File: src/rtl/pwm_multi_if.sv
// pwm_multi_if: control, duty-write and output bundle for pwm_multi
// master drives enable/mode/period/prescale and duty writes; slave returns pwm_out/period_tick
interface pwm_multi_if #(
  parameter int WIDTH = 11,
  parameter int CHANNELS = 4,
  parameter int PRESCALE_W = 8,
  parameter int CH_W = (CHANNELS > 1) ? $clog2(CHANNELS) : 1
);
  logic enable;
  logic mode;
  logic [WIDTH-1:0] period;
  logic [PRESCALE_W-1:0] prescale;
  logic wr_en;
  logic [CH_W-1:0] wr_ch;
  logic [WIDTH-1:0] wr_duty;
  logic [CHANNELS-1:0] pwm_out;
  logic period_tick;
  modport master (
    output enable, mode, period, prescale, wr_en, wr_ch, wr_duty,
    input pwm_out, period_tick
  );
  modport slave (
    input enable, mode, period, prescale, wr_en, wr_ch, wr_duty,
    output pwm_out, period_tick
  );
endinterface

File: src/rtl/pwm_multi.sv
// pwm_multi: multi-channel PWM with shared prescaler/counter and double-buffered duties
// clk_in/rst: clock and async active-high reset; bus: control inputs, duty writes, pwm_out, period_tick
module pwm_multi #(
  parameter int WIDTH = 11,
  parameter int CHANNELS = 4,
  parameter int PRESCALE_W = 8,
  parameter int CH_W = (CHANNELS > 1) ? $clog2(CHANNELS) : 1
) (
  input logic clk_in,
  input logic rst,
  pwm_multi_if.slave bus
);
  logic [PRESCALE_W-1:0] pre;
  logic [WIDTH-1:0] cnt, cnt_nxt;
  logic dir, dir_nxt, bnd, tick;
  logic [WIDTH-1:0] shadow [CHANNELS];
  logic [WIDTH-1:0] active [CHANNELS];
  logic [CHANNELS-1:0] pwm_q;
  logic tick_q;
  assign tick = bus.enable && pre == bus.prescale;
  assign bus.pwm_out = pwm_q;
  assign bus.period_tick = tick_q;
  // dir = 1 means counting down; a leftover down state in edge mode (or period 0) snaps back to 0 as a boundary
  always_comb begin
    cnt_nxt = cnt + WIDTH'(1);
    dir_nxt = dir;
    bnd = 1'b0;
    if (!bus.mode || bus.period == '0) begin
      if (dir || cnt >= bus.period) begin
        cnt_nxt = '0;
        dir_nxt = 1'b0;
        bnd = 1'b1;
      end
    end else if (!dir) begin
      if (cnt >= bus.period) begin
        cnt_nxt = bus.period - WIDTH'(1);
        dir_nxt = bus.period != WIDTH'(1);
        bnd = bus.period == WIDTH'(1);
      end
    end else if (cnt <= WIDTH'(1)) begin
      cnt_nxt = '0;
      dir_nxt = 1'b0;
      bnd = 1'b1;
    end else begin
      cnt_nxt = cnt - WIDTH'(1);
    end
  end
  always_ff @(posedge clk_in or posedge rst) begin
    if (rst) begin
      pre <= '0;
      cnt <= '0;
      dir <= 1'b0;
      tick_q <= 1'b0;
    end else begin
      pre <= (!bus.enable || tick) ? '0 : pre + PRESCALE_W'(1);
      cnt <= !bus.enable ? '0 : tick ? cnt_nxt : cnt;
      dir <= bus.enable && (tick ? dir_nxt : dir);
      tick_q <= tick && bnd;
    end
  end
  // active copies the pre-write shadow, so a write landing on a boundary waits one more period
  always_ff @(posedge clk_in or posedge rst) begin
    if (rst) begin
      pwm_q <= '0;
      for (int i = 0; i < CHANNELS; i++) begin
        shadow[i] <= '0;
        active[i] <= '0;
      end
    end else begin
      if (bus.wr_en && 32'(bus.wr_ch) < CHANNELS) shadow[bus.wr_ch] <= bus.wr_duty;
      for (int i = 0; i < CHANNELS; i++) begin
        if (!bus.enable || (tick && bnd)) active[i] <= shadow[i];
        pwm_q[i] <= bus.enable && cnt < active[i];
      end
    end
  end
endmodule

File: src/flat_wrapper.sv
// flat-port wrapper written by rule: the top's interface ports become plain ports
module pwm_multi_flat 
#(
  parameter int WIDTH = 11,
  parameter int CHANNELS = 4,
  parameter int PRESCALE_W = 8,
  parameter int CH_W = (CHANNELS > 1) ? $clog2(CHANNELS) : 1
)
  (clk_in, rst, bus_enable, bus_mode, bus_period, bus_prescale, bus_wr_en, bus_wr_ch, bus_wr_duty, bus_pwm_out, bus_period_tick);
  pwm_multi_if #(.WIDTH(WIDTH), .CHANNELS(CHANNELS), .PRESCALE_W(PRESCALE_W), .CH_W(CH_W)) bus_i ();
  input logic clk_in;
  input logic rst;
  input wire logic [$bits(bus_i.enable)-1:0] bus_enable;
  input wire logic [$bits(bus_i.mode)-1:0] bus_mode;
  input wire logic [$bits(bus_i.period)-1:0] bus_period;
  input wire logic [$bits(bus_i.prescale)-1:0] bus_prescale;
  input wire logic [$bits(bus_i.wr_en)-1:0] bus_wr_en;
  input wire logic [$bits(bus_i.wr_ch)-1:0] bus_wr_ch;
  input wire logic [$bits(bus_i.wr_duty)-1:0] bus_wr_duty;
  output wire logic [$bits(bus_i.pwm_out)-1:0] bus_pwm_out;
  output wire logic [$bits(bus_i.period_tick)-1:0] bus_period_tick;
  assign bus_i.enable = bus_enable;
  assign bus_i.mode = bus_mode;
  assign bus_i.period = bus_period;
  assign bus_i.prescale = bus_prescale;
  assign bus_i.wr_en = bus_wr_en;
  assign bus_i.wr_ch = bus_wr_ch;
  assign bus_i.wr_duty = bus_wr_duty;
  assign bus_pwm_out = bus_i.pwm_out;
  assign bus_period_tick = bus_i.period_tick;
  pwm_multi #(.WIDTH(WIDTH), .CHANNELS(CHANNELS), .PRESCALE_W(PRESCALE_W), .CH_W(CH_W)) u_core (.clk_in(clk_in), .rst(rst), .bus(bus_i));
endmodule
File: config.mk
export PLATFORM = sky130hd
export DESIGN_NAME = pwm_multi_flat
export DESIGN_NICKNAME = d
export VERILOG_FILES = /design/src/rtl/pwm_multi_if.sv /design/src/rtl/pwm_multi.sv /design/src/flat_wrapper.sv
export SDC_FILE = /design/constraint.sdc
export NUM_CORES = 1
export LEC_CHECK = 0
export ABC_AREA = 0
export BUFFER_PORTS_ARGS = -buffer_cell sky130_fd_sc_hd__clkbuf_2
export CORE_UTILIZATION = 40
export DETAILED_ROUTE_END_ITERATION = 12
export PLACE_DENSITY = 0.68
export SYNTH_ARGS = -nofsm -noshare
export SYNTH_HDL_FRONTEND = slang
export SYNTH_SLANG_ARGS = --single-unit
File: constraint.sdc
create_clock -name clk_in -period 6.9 [get_ports clk_in]
set_input_delay 1.035 -clock clk_in [delete_from_list [all_inputs] [get_ports clk_in]]
set_output_delay 1.035 -clock clk_in [all_outputs]
set_load 0.05 [all_outputs]
**After elaboration in Yosys (flattened, before gate mapping)**

Cells that the tools add are included.

- Add/sub/neg operators: 4
- Order comparisons: 8
- Equality and inequality tests: 4
- Mux-type cells: 22
- Bitwise operators: 1
- Reduce and logical (&&, ||, !) cells: 15

Operators by type and width:

| kind | number |
|---|---|
| 11-bit two-way mux | 8 |
| 44-bit bitwise mux | 1 |
| 11-bit < comparator | 4 |
| 11-bit demux with 2-bit select | 1 |
| 11-bit by 1-bit subtractor with 11-bit output, second input constant | 2 |
| 11-bit by 1-bit adder with 11-bit output, second input constant | 1 |
| 11-bit by 1-bit equality test with 1-bit output, second input constant | 1 |
| 11-bit greater-or-equal comparator | 1 |
| 11-bit by 1-bit less-or-equal comparator with 1-bit output, second input constant | 1 |
| 11-bit zero test | 1 |
| 1-bit two-way mux | 11 |
| 11-bit by 1-bit != test with 1-bit output, second input constant | 1 |
| 8-bit by 1-bit adder with 8-bit output, second input constant | 1 |
| 8-bit equality test | 1 |
| 1-bit logical AND | 8 |
| 8-bit two-way mux | 1 |
| 1-bit logical OR | 4 |
| 3-bit greater-or-equal comparator, second input constant | 1 |
| 3-bit by 1-bit < comparator with 1-bit output, second input constant | 1 |
| 2-bit NOT with 3-bit output | 1 |
| 1-bit zero test | 2 |
| 2-bit by 1-bit != test with 1-bit output, second input constant | 1 |

- Bits in registers: 113
- Bits of input ports: 37
- Output and inout port bits: 5
- Logic and storage cells: 67

**Longest topological paths before layout**

Gate-level depths: netlist (run 1).

- Depth after elaboration: 6
- Mapped depth: 12
- Depth with buffers taken out: 9

**Worst setup path after synthesis (run 1)**

Ideal clock, no wire load.

- Path type: input port to flip-flop
- From: input bus_period[9]
- To: register u_core.cnt[8]
- Setup time: 130 ps
- Arrival time: 2993 ps
- Required time: 6770 ps
- Setup slack: 3777 ps
- Cell stages on the path: 10
- Buffers on the path: 1
- Path through: inv_1 ha_1 a21o_1 a211o_1 a2111o_1 and2_4 buf_6 or3_1 o211ai_1 o22ai_1

- Cells in the longest elaborated chain, start to end: 6
- Elaborated cells between the ends (all ways): 10
- Classes of those cells: order compare: 1; mux: 6; reduce/logical: 3

RTL lines:

| item | RTL line | source |
|---|---|---|
| start, declared | flat_wrapper.sv:15 | `input wire logic [$bits(bus_i.period)-1:0] bus_period;` |
| 11-bit greater-or-equal comparator | pwm_multi.sv:29, pwm_multi.sv:35 |  |
| 11-bit two-way mux or 1-bit logical OR (tied branches) | pwm_multi.sv:35, pwm_multi.sv:29 |  |
| 11-bit two-way mux, on equally long branches | pwm_multi.sv:34, pwm_multi.sv:29 |  |
| 11-bit two-way mux (*) | pwm_multi.sv:28 | `if (!bus.mode \|\| bus.period == '0) begin` |
| 11-bit two-way mux (*) (2 in a row) | pwm_multi.sv:56 | `cnt <= !bus.enable ? '0 : tick ? cnt_nxt : cnt;` |
| end signal, assigned | pwm_multi.sv:56 |  |
| end, declared | pwm_multi.sv:14 | `logic [WIDTH-1:0] cnt, cnt_nxt;` |

Every way passes the cells marked *; elsewhere a longest branch is shown, timed or not. The select of a mux whose other input is x is not followed.
A chain may end at the register's enable or synchronous reset.

**Worst setup path in the final report (run 1)**

- From: input bus_period[1]
- To: register u_core.active[5] (netlist bit)

- Cells in the longest elaborated chain, start to end: 6
- Elaborated cells between the ends (all ways): 11
- Classes of those cells: order compare: 1; eq/ne: 1; mux: 4; reduce/logical: 5

RTL lines:

| item | RTL line | source |
|---|---|---|
| 11-bit greater-or-equal comparator or 11-bit by 1-bit equality test with 1-bit output (tied branches) | pwm_multi.sv:29, pwm_multi.sv:35, pwm_multi.sv:38 |  |
| 1-bit two-way mux or 1-bit logical OR (tied branches) | pwm_multi.sv:35, pwm_multi.sv:29 |  |
| 1-bit two-way mux, on equally long branches | pwm_multi.sv:34, pwm_multi.sv:29 |  |
| 1-bit two-way mux (*) | pwm_multi.sv:28 |  |
| 1-bit logical AND (*) | pwm_multi.sv:72 | `if (!bus.enable \|\| (tick && bnd)) active[i] <= shadow[i];` |
| 1-bit logical OR (*) | pwm_multi.sv:72 |  |
| end signal, assigned by index | pwm_multi.sv:72 |  |
| end, declared | pwm_multi.sv:17 | `logic [WIDTH-1:0] active [CHANNELS];` |

Every way passes the cells marked *; elsewhere a longest branch is shown, timed or not.

==> results.cfg, run 1 <==
[floorplanning]
fp.dieH_um = 129
placementRows = 46
die_w_um = 129
io_pins = 42
start_util_pct = 40.9
core_mm2 = 0.0158
die-area_mm2 = 0.0167

[timing]
hold_violations = 0
fmax_ghz = 0.241
maxSlewViolCount = 0
layout_min_cycle_time_ns = 4.15
tightest_slew_ns = 1.23
finalSetupViolCount = 0
rsz0062_at_grt = false
tns_ns = 0
fin_worst_skew_ns = 0.0154
max_slew_margin_pct = 17.8
layout_worst_path_cycle_share_pct = 60.2

[cells_and_area]
area_delta_synth_final_pct = 14.3
fin_nets = 779
drive_gt1_share_pct = 18.1
n_antenna_cell = 0
layout_common_cells = 113 x dfrtp_1, 72 x nand2_1, 57 x inv_1, 57 x ha_1, 45 x mux2_2
num-fill-cells = 1459
final_cell_count_no_fill = 913
layout_commonest_cell = dfrtp_1

[drt]
antenna_left = 0
post_drt_wl_per_cell_um = 15.3
first_pass_iters = 4
drt_iter0_markers = 279
wl_um = 14000
vias = 4718
viasPerCell = 5.17
drc = 0

[power]
ir_drop_mv = 0.192
p_per_area_mw_per_mm2 = 252
p_leak_uw = 0.00373

[yosys]
synth_edf_count = 0
ys_seq_elements = 113
async_reset_ff_share_pct = 100
synth.distinct_cells = 61
synth_nets = 742
yosysSeqAreaShare_pct = 43.6
syn_avg_cell_area_um2 = 10.0
yosys_warnings = 0
synth_flop_cell = dfrtp_1
postSynthCellCount = 648
syn-cell-area_mm2 = 0.00648

[clocking]
cts_tree = done
clk_pin_slew_ns = 0.05
cts.repair.resized = 0
root_buffer = clkbuf_16
cts_buffers = 17
clk_path_buf_depth = 2
cts_setup_buffers = 0
insertion_delay_ns = 0.42
htree_levels = 4
cts-hold-fix-buffers = 0
numClockSinks = 113

[placed_design]
dp.cells = 882
gp_congestion = 0.902
hpwl_um = 9920
port_buffers = 41

[critical_path]
r2r-start = u_core.cnt[0]$_DFFE_PP0N_
crit_arrival_ns = 4.42
path_common_cell = nand2_1
max_stage_delay_ns = 0.99
cp_max_fo = 54
end_kind = flip-flop
critPathSlowestCell = o31ai_4
cp-start-kind = input port
path_buf_inv = 3
r2r_slack_ns = 3.04
rr_endpoint = u_core.active[5]$_DFFE_PP0P_
crit_required_ns = 7.16
cp_top_family = compound AO/OA/AOI/OAI gates
criticalPathCategory = in2reg
rr_worst_depth = 9
path_cells = clkbuf_2 -> inv_1 -> ha_1 -> nor3b_2 -> a31oi_1 -> nand2_1 -> nand2_1 -> o31ai_4 -> buf_4 -> o21ai_0

[run_status]
status = complete, no violations

[hold_path]
min_to = u_core.active[27]$_DFFE_PP0P_
hp-class = reg2reg
holdPathStages = 2
hp-start = u_core.shadow[27]$_DFFE_PP0P_

[global_routing]
grt_pass1_wl_um = 23500
grt_max_degree = 59
overflow = 0
first_global_vias = 4715
grt_usage_pct = 18.3
antenna_found_initial = 0

[run]
maxCapViolations = 0
[synthesized netlist by cell type, drive strengths merged (2+ instances only)]
cell type,count,share of area [%]
nand3,14,1.1
inv,58,3.4
o211ai,10,1.2
a21oi,13,1.0
a211o,7,0.95
nand2,73,4.3
a22oi,3,0.35
o22ai,2,0.19
a21o,20,2.3
xor2,16,2.2
nor2b,2,0.19
o21a,4,0.46
o221ai,2,0.27
a211oi,4,0.46
buf,11,1.2
xnor2,9,1.2
o311ai,2,0.27
mux2,49,8.5
nor4,9,1.1
nand3b,3,0.35
nor3b,3,0.42
or4,2,0.23
a21boi,2,0.23
nand2b,5,0.48
nor3,16,1.3
o21ai,56,4.3
dfrtp,113,44
o31ai,5,0.66
o21bai,2,0.23
mux2i,4,0.62
nor2,21,1.2
and3,11,1.1
or3,3,0.29
clkbuf,15,0.87
and2,8,0.81
ha,57,11
a31oi,3,0.29
[stage by stage]
stage | total power, uW | utilization (%) | hold WS (ns) | setup slack, ns | instance area [um2]
floorplan | 1010 | - | 0.444 | 2.88 | 6480
global placement | 1070 | 43.4 | 0.455 | 2.54 | 6860
detailed placement | 1090 | 43.4 | 0.467 | 2.37 | 6860
CTS | 1890 | 46.8 | 0.475 | 2.79 | 7410
global route | 1960 | 46.8 | 0.493 | 2.37 | 7410
finish | 1870 | 46.8 | 0.474 | 2.75 | 7410
[power by group]
group / total (uW) / switching (uW) / internal, uW / leakage (uW)
logic: 267 / 148 / 119 / 0.00206
registers: 806 / 41.5 / 765 / 0.00139
clock network: 795 / 284 / 511 / 0.000273
[worst max-delay path by stage]
stage	start	to	slack [ns]	cells past startpoint
global placement	bus_period[1]	u_core.active[1]$_DFFE_PP0P_	2.54	10
detailed placement	bus_period[1]	u_core.active[8]$_DFFE_PP0P_	2.37	10
floorplan	rst	u_core.active[0]$_DFFE_PP0P_	2.88	1
global route	bus_period[1]	u_core.active[5]$_DFFE_PP0P_	2.37	11
CTS	bus_period[1]	u_core.active[8]$_DFFE_PP0P_	2.79	10
finish	bus_period[1]	u_core.active[5]$_DFFE_PP0P_	2.75	10
[routing by layer]
metal | global-route usage (%) | up-vias | wire length, um
li1 | - | 2356 | -
met1 | 24.2 | 2253 | 6740
met2 | 29.2 | 90 | 6590
met3 | 3.63 | 19 | 434
met4 | 7.96 | 0 | 240
met5 | 0 | - | 0
[layout make-up]
class / count / area (um2) / area share (%)
clock inverters: 4 / 23.8 / 0.321
inverters: 59 / 224 / 3.02
repair buffers: 44 / 228 / 3.07
well taps: 216 / 270 / 3.65
flip-flops and latches: 113 / 2830 / 38.2
multi-input cells: 450 / 3310 / 44.7
clock buffers: 27 / 523 / 7.06
[cells by family after synthesis]
group / count (synthesis) / synth area share [%]
flip-flops: 113 / 43.6
AO/OA/AOI/OAI: 142 / 14.2
AND/OR/NAND/NOR: 173 / 13.2
multiplexers: 53 / 9.13
XOR/XNOR: 25 / 3.38
buffers and inverters: 85 / 5.44
adder cells (fa/ha/maj): 57 / 11.0
[tightest hold or removal path, cell delays in order, from the launching register on]
cell	delay, ns
dfrtp_1	0.34
nand2_1	0.04
o21ai_0	0.06
[sequential cells by signal, indices dropped and copies added (netlist names)]
register,cells
u_core.pre,8
u_core.active,44
u_core.dir,1
u_core.bus.pwm_out,4
u_core.shadow,44
u_core.bus.period_tick,1
u_core.cnt,11
Power figures use the tool's default switching activity.
==> run 2: changes to the inputs <==
--- a/config.mk
+++ b/config.mk
@@ -5,11 +5,11 @@
 export SDC_FILE = /design/constraint.sdc
 export NUM_CORES = 1
 export LEC_CHECK = 0
-export ABC_AREA = 0
+export ABC_AREA = 1
 export BUFFER_PORTS_ARGS = -buffer_cell sky130_fd_sc_hd__clkbuf_2
 export CORE_UTILIZATION = 40
 export DETAILED_ROUTE_END_ITERATION = 12
-export PLACE_DENSITY = 0.68
+export PLACE_DENSITY = 0.69
 export SYNTH_ARGS = -nofsm -noshare
 export SYNTH_HDL_FRONTEND = slang
 export SYNTH_SLANG_ARGS = --single-unit
==> constraint.sdc (replaced) <==
create_clock -name clk_in -period 3.6 [get_ports clk_in]
set_input_delay 0.54 -clock clk_in [delete_from_list [all_inputs] [get_ports clk_in]]
set_output_delay 0.54 -clock clk_in [all_outputs]
set_load 0.05 [all_outputs]
==> results.cfg, run 2 <==
[run_status]
status = complete, no violations

[timing]
layout_min_cycle_time_ns = 2.78
hold_violations = 0
maxSlewViolCount = 0
fin_worst_skew_ns = 0.00869
tns_ns = 0
max_slew_margin_pct = 32.8
fmax_ghz = 0.360
finalSetupViolCount = 0
layout_worst_path_cycle_share_pct = 77.1
rsz0062_at_grt = false
tightest_slew_ns = 1.01

[power]
ir_drop_mv = 0.350
p_leak_uw = 0.00417
seq_power_share_pct = 42.5
p_per_area_mw_per_mm2 = 462
power_switching_uw = 1010
sw_frac_of_total_pct = 27.6
clock_power_share_pct = 44.4
combPwrFrac_pct = 13.2
internal_power_uw = 2650

[floorplanning]
start_util_pct = 41.5
io_pins = 42
placementRows = 47
core_mm2 = 0.0168
fp.dieH_um = 134
die-area_mm2 = 0.0180
die_w_um = 134

[critical_path]
rr_endpoint = u_core.active[19]$_DFFE_PP0P_
cp_max_fo = 34
crit_arrival_ns = 3.12
cp-start-kind = flip-flop
r2r-start = u_core.cnt[4]$_DFFE_PP0N_
r2r_slack_ns = 0.82
crit_required_ns = 3.95
criticalPathCategory = reg2reg
end_kind = flip-flop
rr_worst_depth = 13

[yosys]
synth.distinct_cells = 33
yosysSeqAreaShare_pct = 40.5
synth_flop_cell = dfrtp_1
synth_top_area_share_pct = 40.5
synth_compound_area_share_pct = 7.74
synth_nets = 989
synthTopCellsByArea = dfrtp_1 40%, nand2_1 13%, ha_1 10%
yosysMostFrequentCell = nand2_1
synth_top_family_by_area = simple AND/OR/NAND/NOR gates
synth_top_cell_by_area = dfrtp_1
synthMuxAreaShare_pct = 0
postSynthCellCount = 895
synth_xor_area_share_pct = 2.38
syn_avg_cell_area_um2 = 7.80
yosys_warnings = 0
synth_common_cells = 239 x nand2_1, 113 x dfrtp_1, 97 x inv_1
synth-simple-area-share_pct = 30.4
ys_seq_elements = 113
synthAdderAreaFrac_pct = 10.2
syn-cell-area_mm2 = 0.00698
synth_edf_count = 0
async_reset_ff_share_pct = 100

[global_routing]
first_global_vias = 5554
antenna_found_initial = 0
grt_max_degree = 85
grt_usage_pct = 19.6
overflow = 0
grt_pass1_wl_um = 27700

[run]
maxCapViolations = 0

[cells_and_area]
layout_common_cells = 239 x nand2_1, 113 x dfrtp_1, 96 x inv_1
layout_commonest_cell = nand2_1
reg_top3 = u_core.active: 44 flops, u_core.shadow: 44 flops, u_core.cnt: 11 flops
fin_nets = 1031
drive_gt1_share_pct = 16.8
n_antenna_cell = 0
area_delta_synth_final_pct = 13.5
final_core_util_pct = 47.1

[drt]
drt_iter0_markers = 405
vias = 5802
first_pass_iters = 5
antenna_left = 0
post_drt_wl_per_cell_um = 13.9
viasPerCell = 4.96
drc = 0
wl_um = 16300

[clocking]
cts.repair.resized = 0
insertion_delay_ns = 0.41
clk_path_buf_depth = 2
numClockSinks = 113
cts-hold-fix-buffers = 0
cts_setup_buffers = 0
htree_levels = 4
clk_pin_slew_ns = 0.05
cts_buffers = 17
cts_tree = done
root_buffer = clkbuf_16

[hold_path]
hp-class = in2async

[placed_design]
port_buffers = 41
gp_congestion = 0.896
hpwl_um = 11700
==> run 2: stage by stage <==
| stage | std cells | setup WS, ns | cell area [um2] | power, uW | hold WS [ns] |
|---|---|---|---|---|---|
| after global placement | 1138 | 0.818 | 7350 | 2040 | 0.464 |
| after floorplan | 895 | 0.0726 | 6980 | 1910 | 0.442 |
| after detailed placement | 1138 | 0.749 | 7350 | 2050 | 0.468 |
| after CTS | 1170 | 0.824 | 7930 | 3700 | 0.401 |
| after global routing | 1170 | 0.581 | 7930 | 3850 | 0.441 |
| final | 1170 | 0.823 | 7930 | 3660 | 0.376 |
==> run 2: layout make-up <==
type | instances | area [um2]
clock inverter | 13 | 138
sequential | 113 | 2830
inverter | 113 | 427
fill | 1687 | 8890
timing repair buffer | 50 | 273
clock buffer | 19 | 443
tap | 220 | 275
multi-input combinational | 642 | 3550
==> run 2: power by group through the flow <==
stage	clock, uW	sequential, uW	combinational (uW)
final	1630	1560	482
after global routing	1710	1570	563
after CTS	1660	1550	488
after detailed placement	0	1570	479
after global placement	0	1570	465
after floorplan	0	1550	360
==> run 2: metal layers <==
metal  wire length (um)  vias to the layer above  GRT usage (%)
met5                  0                        -              0
met2               7460                      114           30.8
li1                   -                     2983              -
met1               7910                     2682           27.2
met3                642                       23           3.33
met4                302                        0           7.37
==> run 2: kinds of logic (layout without fill, tap and decap cells) <==
group,after synthesis,count (layout)
fa+ha+maj,57,57
buf+inv,140,195
simple gates,463,463
xor+xnor,19,19
compound gates,103,103
flops,113,113
==> run 2: worst max-delay path by stage <==
stage                     slack [ns]                 startpoint                       endpoint  depth (start not counted)
final                           0.82  u_core.cnt[4]$_DFFE_PP0N_  u_core.active[19]$_DFFE_PP0P_                         13
after global routing            0.58  u_core.cnt[4]$_DFFE_PP0N_  u_core.active[31]$_DFFE_PP0P_                         13
after CTS                       0.82  u_core.cnt[4]$_DFFE_PP0N_  u_core.active[19]$_DFFE_PP0P_                         13
after detailed placement        0.75              bus_period[2]  u_core.active[19]$_DFFE_PP0P_                         15
after global placement          0.82              bus_period[2]  u_core.active[13]$_DFFE_PP0P_                         15
after floorplan                 0.07                        rst   u_core.active[0]$_DFFE_PP0P_                          1
==> run 2: worst max-delay path: stages (launching register included) <==
cell and delay (ns):
dfrtp_1 0.68, ha_1 0.35, nand2_1 0.06, nand2_1 0.04, nand3_1 0.06, nand2_1 0.06
nand2_2 0.17, nand3_2 0.27, nand2_1 0.15, nand2_2 0.07, nand3_4 0.17, buf_4 0.37
nand3_1 0.14, nand2_1 0.11
==> run 3: changes to the inputs <==
--- a/config.mk
+++ b/config.mk
@@ -9,7 +9,7 @@
 export BUFFER_PORTS_ARGS = -buffer_cell sky130_fd_sc_hd__clkbuf_2
 export CORE_UTILIZATION = 40
 export DETAILED_ROUTE_END_ITERATION = 12
-export PLACE_DENSITY = 0.69
+export PLACE_DENSITY = 0.67
 export SYNTH_ARGS = -nofsm -noshare
 export SYNTH_HDL_FRONTEND = slang
 export SYNTH_SLANG_ARGS = --single-unit
==> constraint.sdc (replaced) <==
create_clock -name clk_in -period 2.8 [get_ports clk_in]
set_input_delay 0.42 -clock clk_in [delete_from_list [all_inputs] [get_ports clk_in]]
set_output_delay 0.42 -clock clk_in [all_outputs]
set_load 0.05 [all_outputs]
==> results.cfg, run 3 (synthesis gave the netlist of run 2 again) <==
[power]
ir_drop_mv = 0.437
seq_power_share_pct = 42.0
clock_power_share_pct = 44.8
design_power_total_uw = 4760
internal_power_uw = 3430
p_per_area_mw_per_mm2 = 595
p_leak_uw = 0.00421
combPwrFrac_pct = 13.1
sw_frac_of_total_pct = 27.9
power_switching_uw = 1330

[cells_and_area]
drive_gt1_share_pct = 17.4
n_antenna_cell = 0
final_core_util_pct = 47.6
layout_commonest_cell = nand2_1
fin_nets = 1036
final_cell_count_no_fill = 1175
layout_common_cells = 239 x nand2_1, 113 x dfrtp_1, 96 x inv_1
area_delta_synth_final_pct = 14.6
reg_top3 = u_core.active: 44 flops, u_core.shadow: 44 flops, u_core.cnt: 11 flops

[floorplanning]
core_mm2 = 0.0168
die-area_mm2 = 0.0180
placementRows = 47
start_util_pct = 41.5
io_pins = 42
die_w_um = 134
fp.dieH_um = 134

[critical_path]
criticalPathCategory = reg2reg
crit_arrival_ns = 2.70
cp_max_fo = 44
rr_endpoint = u_core.active[42]$_DFFE_PP0P_
cp-start-kind = flip-flop
end_kind = flip-flop
crit_required_ns = 3.11
r2r-start = u_core.cnt[1]$_DFFE_PP0N_
rr_worst_depth = 11
r2r_slack_ns = 0.41

[global_routing]
grt_max_degree = 94
grt.busiest_layer = met2
grt_pass1_wl_um = 27700
grt_usage_pct = 19.7
overflow = 0
antenna_found_initial = 0
grt_use_met1_pct = 26.4
use_met3_pct = 4.80
first_global_vias = 5645
use_met2_pct = 31.1

[timing]
hold_violations = 0
max_slew_margin_pct = 47.0
fmax_ghz = 0.418
holdWs_ns = 0.0168
fin_worst_skew_ns = 0.00559
finalSetupViolCount = 0
maxSlewViolCount = 0
tightest_slew_ns = 0.792
rsz0062_at_grt = false
layout_min_cycle_time_ns = 2.39
tns_ns = 0
layout_worst_path_cycle_share_pct = 85.4

[hold_path]
hp-class = in2async

[drt]
first_pass_iters = 5
antenna_left = 0
drt_iter0_markers = 387
wl_um = 16500
post_drt_wl_per_cell_um = 14.0
drc = 0
viasPerCell = 4.98
vias = 5855

[placed_design]
port_buffers = 41
hpwl_um = 11900
gp_congestion = 0.877
dp.cells = 1143

[clocking]
clk_path_buf_depth = 2
htree_levels = 4
cts-hold-fix-buffers = 0
insertion_delay_ns = 0.42
clk_pin_slew_ns = 0.05
cts_buffers = 17
cts_tree = done
numClockSinks = 113
cts_setup_buffers = 0
cts.repair.resized = 0
root_buffer = clkbuf_16

[run]
maxCapViolations = 0

[run_status]
status = complete, no violations
==> run 3: layer usage <==
layer | part of all wire, % | up-vias
met5 | 0 | -
met4 | 1.9 | 0
met3 | 3.7 | 23
met2 | 46 | 112
met1 | 49 | 2733
li1 | - | 2987
==> run 3: stage by stage <==
| stage | setup WS [ns] | cell area, um2 |
|---|---|---|
| global route | 0.208 | 8000 |
| global placement | 0.443 | 7410 |
| finish | 0.408 | 8000 |
| CTS | 0.410 | 8000 |
| floorplan | 0.790 | 6990 |
| detailed placement | 0.401 | 7410 |
==> run 3: worst max-delay path by stage <==
| stage | start | end | slack, ns |
|---|---|---|---|
| floorplan | u_core.cnt[10]$_DFFE_PP0N_ | u_core.active[33]$_DFFE_PP0P_ | 0.79 |
| global placement | bus_period[2] | u_core.active[0]$_DFFE_PP0P_ | 0.44 |
| detailed placement | bus_period[2] | u_core.active[10]$_DFFE_PP0P_ | 0.40 |
| CTS | u_core.cnt[1]$_DFFE_PP0N_ | u_core.active[10]$_DFFE_PP0P_ | 0.41 |
| global route | u_core.cnt[1]$_DFFE_PP0N_ | u_core.active[43]$_DFFE_PP0P_ | 0.21 |
| finish | u_core.cnt[1]$_DFFE_PP0N_ | u_core.active[42]$_DFFE_PP0P_ | 0.41 |
==> run 3: cell type report <==
cell class / count / area, um2
clock buffers: 19 / 453
clock inverters: 13 / 136
fillers: 1695 / 8820
inverters: 113 / 428
multi-input cells: 642 / 3550
flip-flops and latches: 113 / 2830
well taps: 220 / 275
repair buffers: 55 / 335
==> run 3: worst max-delay path, cell delays in order, from the launching register on <==
cell,delay (ns)
dfrtp_1,0.60
ha_1,0.31
nand2_1,0.08
nor2_1,0.05
nor2_1,0.16
nor2_4,0.08
nor2_4,0.20
nand4_4,0.12
nand3_4,0.16
nand2_8,0.25
nand2_2,0.17
nand2_1,0.05
==> run 3: power groups by stage <==
stage               Combinational (uW)  Sequential (uW)  Clock [uW]
floorplan                          463             1990           0
global placement                   607             2020           0
detailed placement                 625             2020           0
CTS                                636             2000        2160
global route                       734             2020        2240
finish                             626             2000        2130
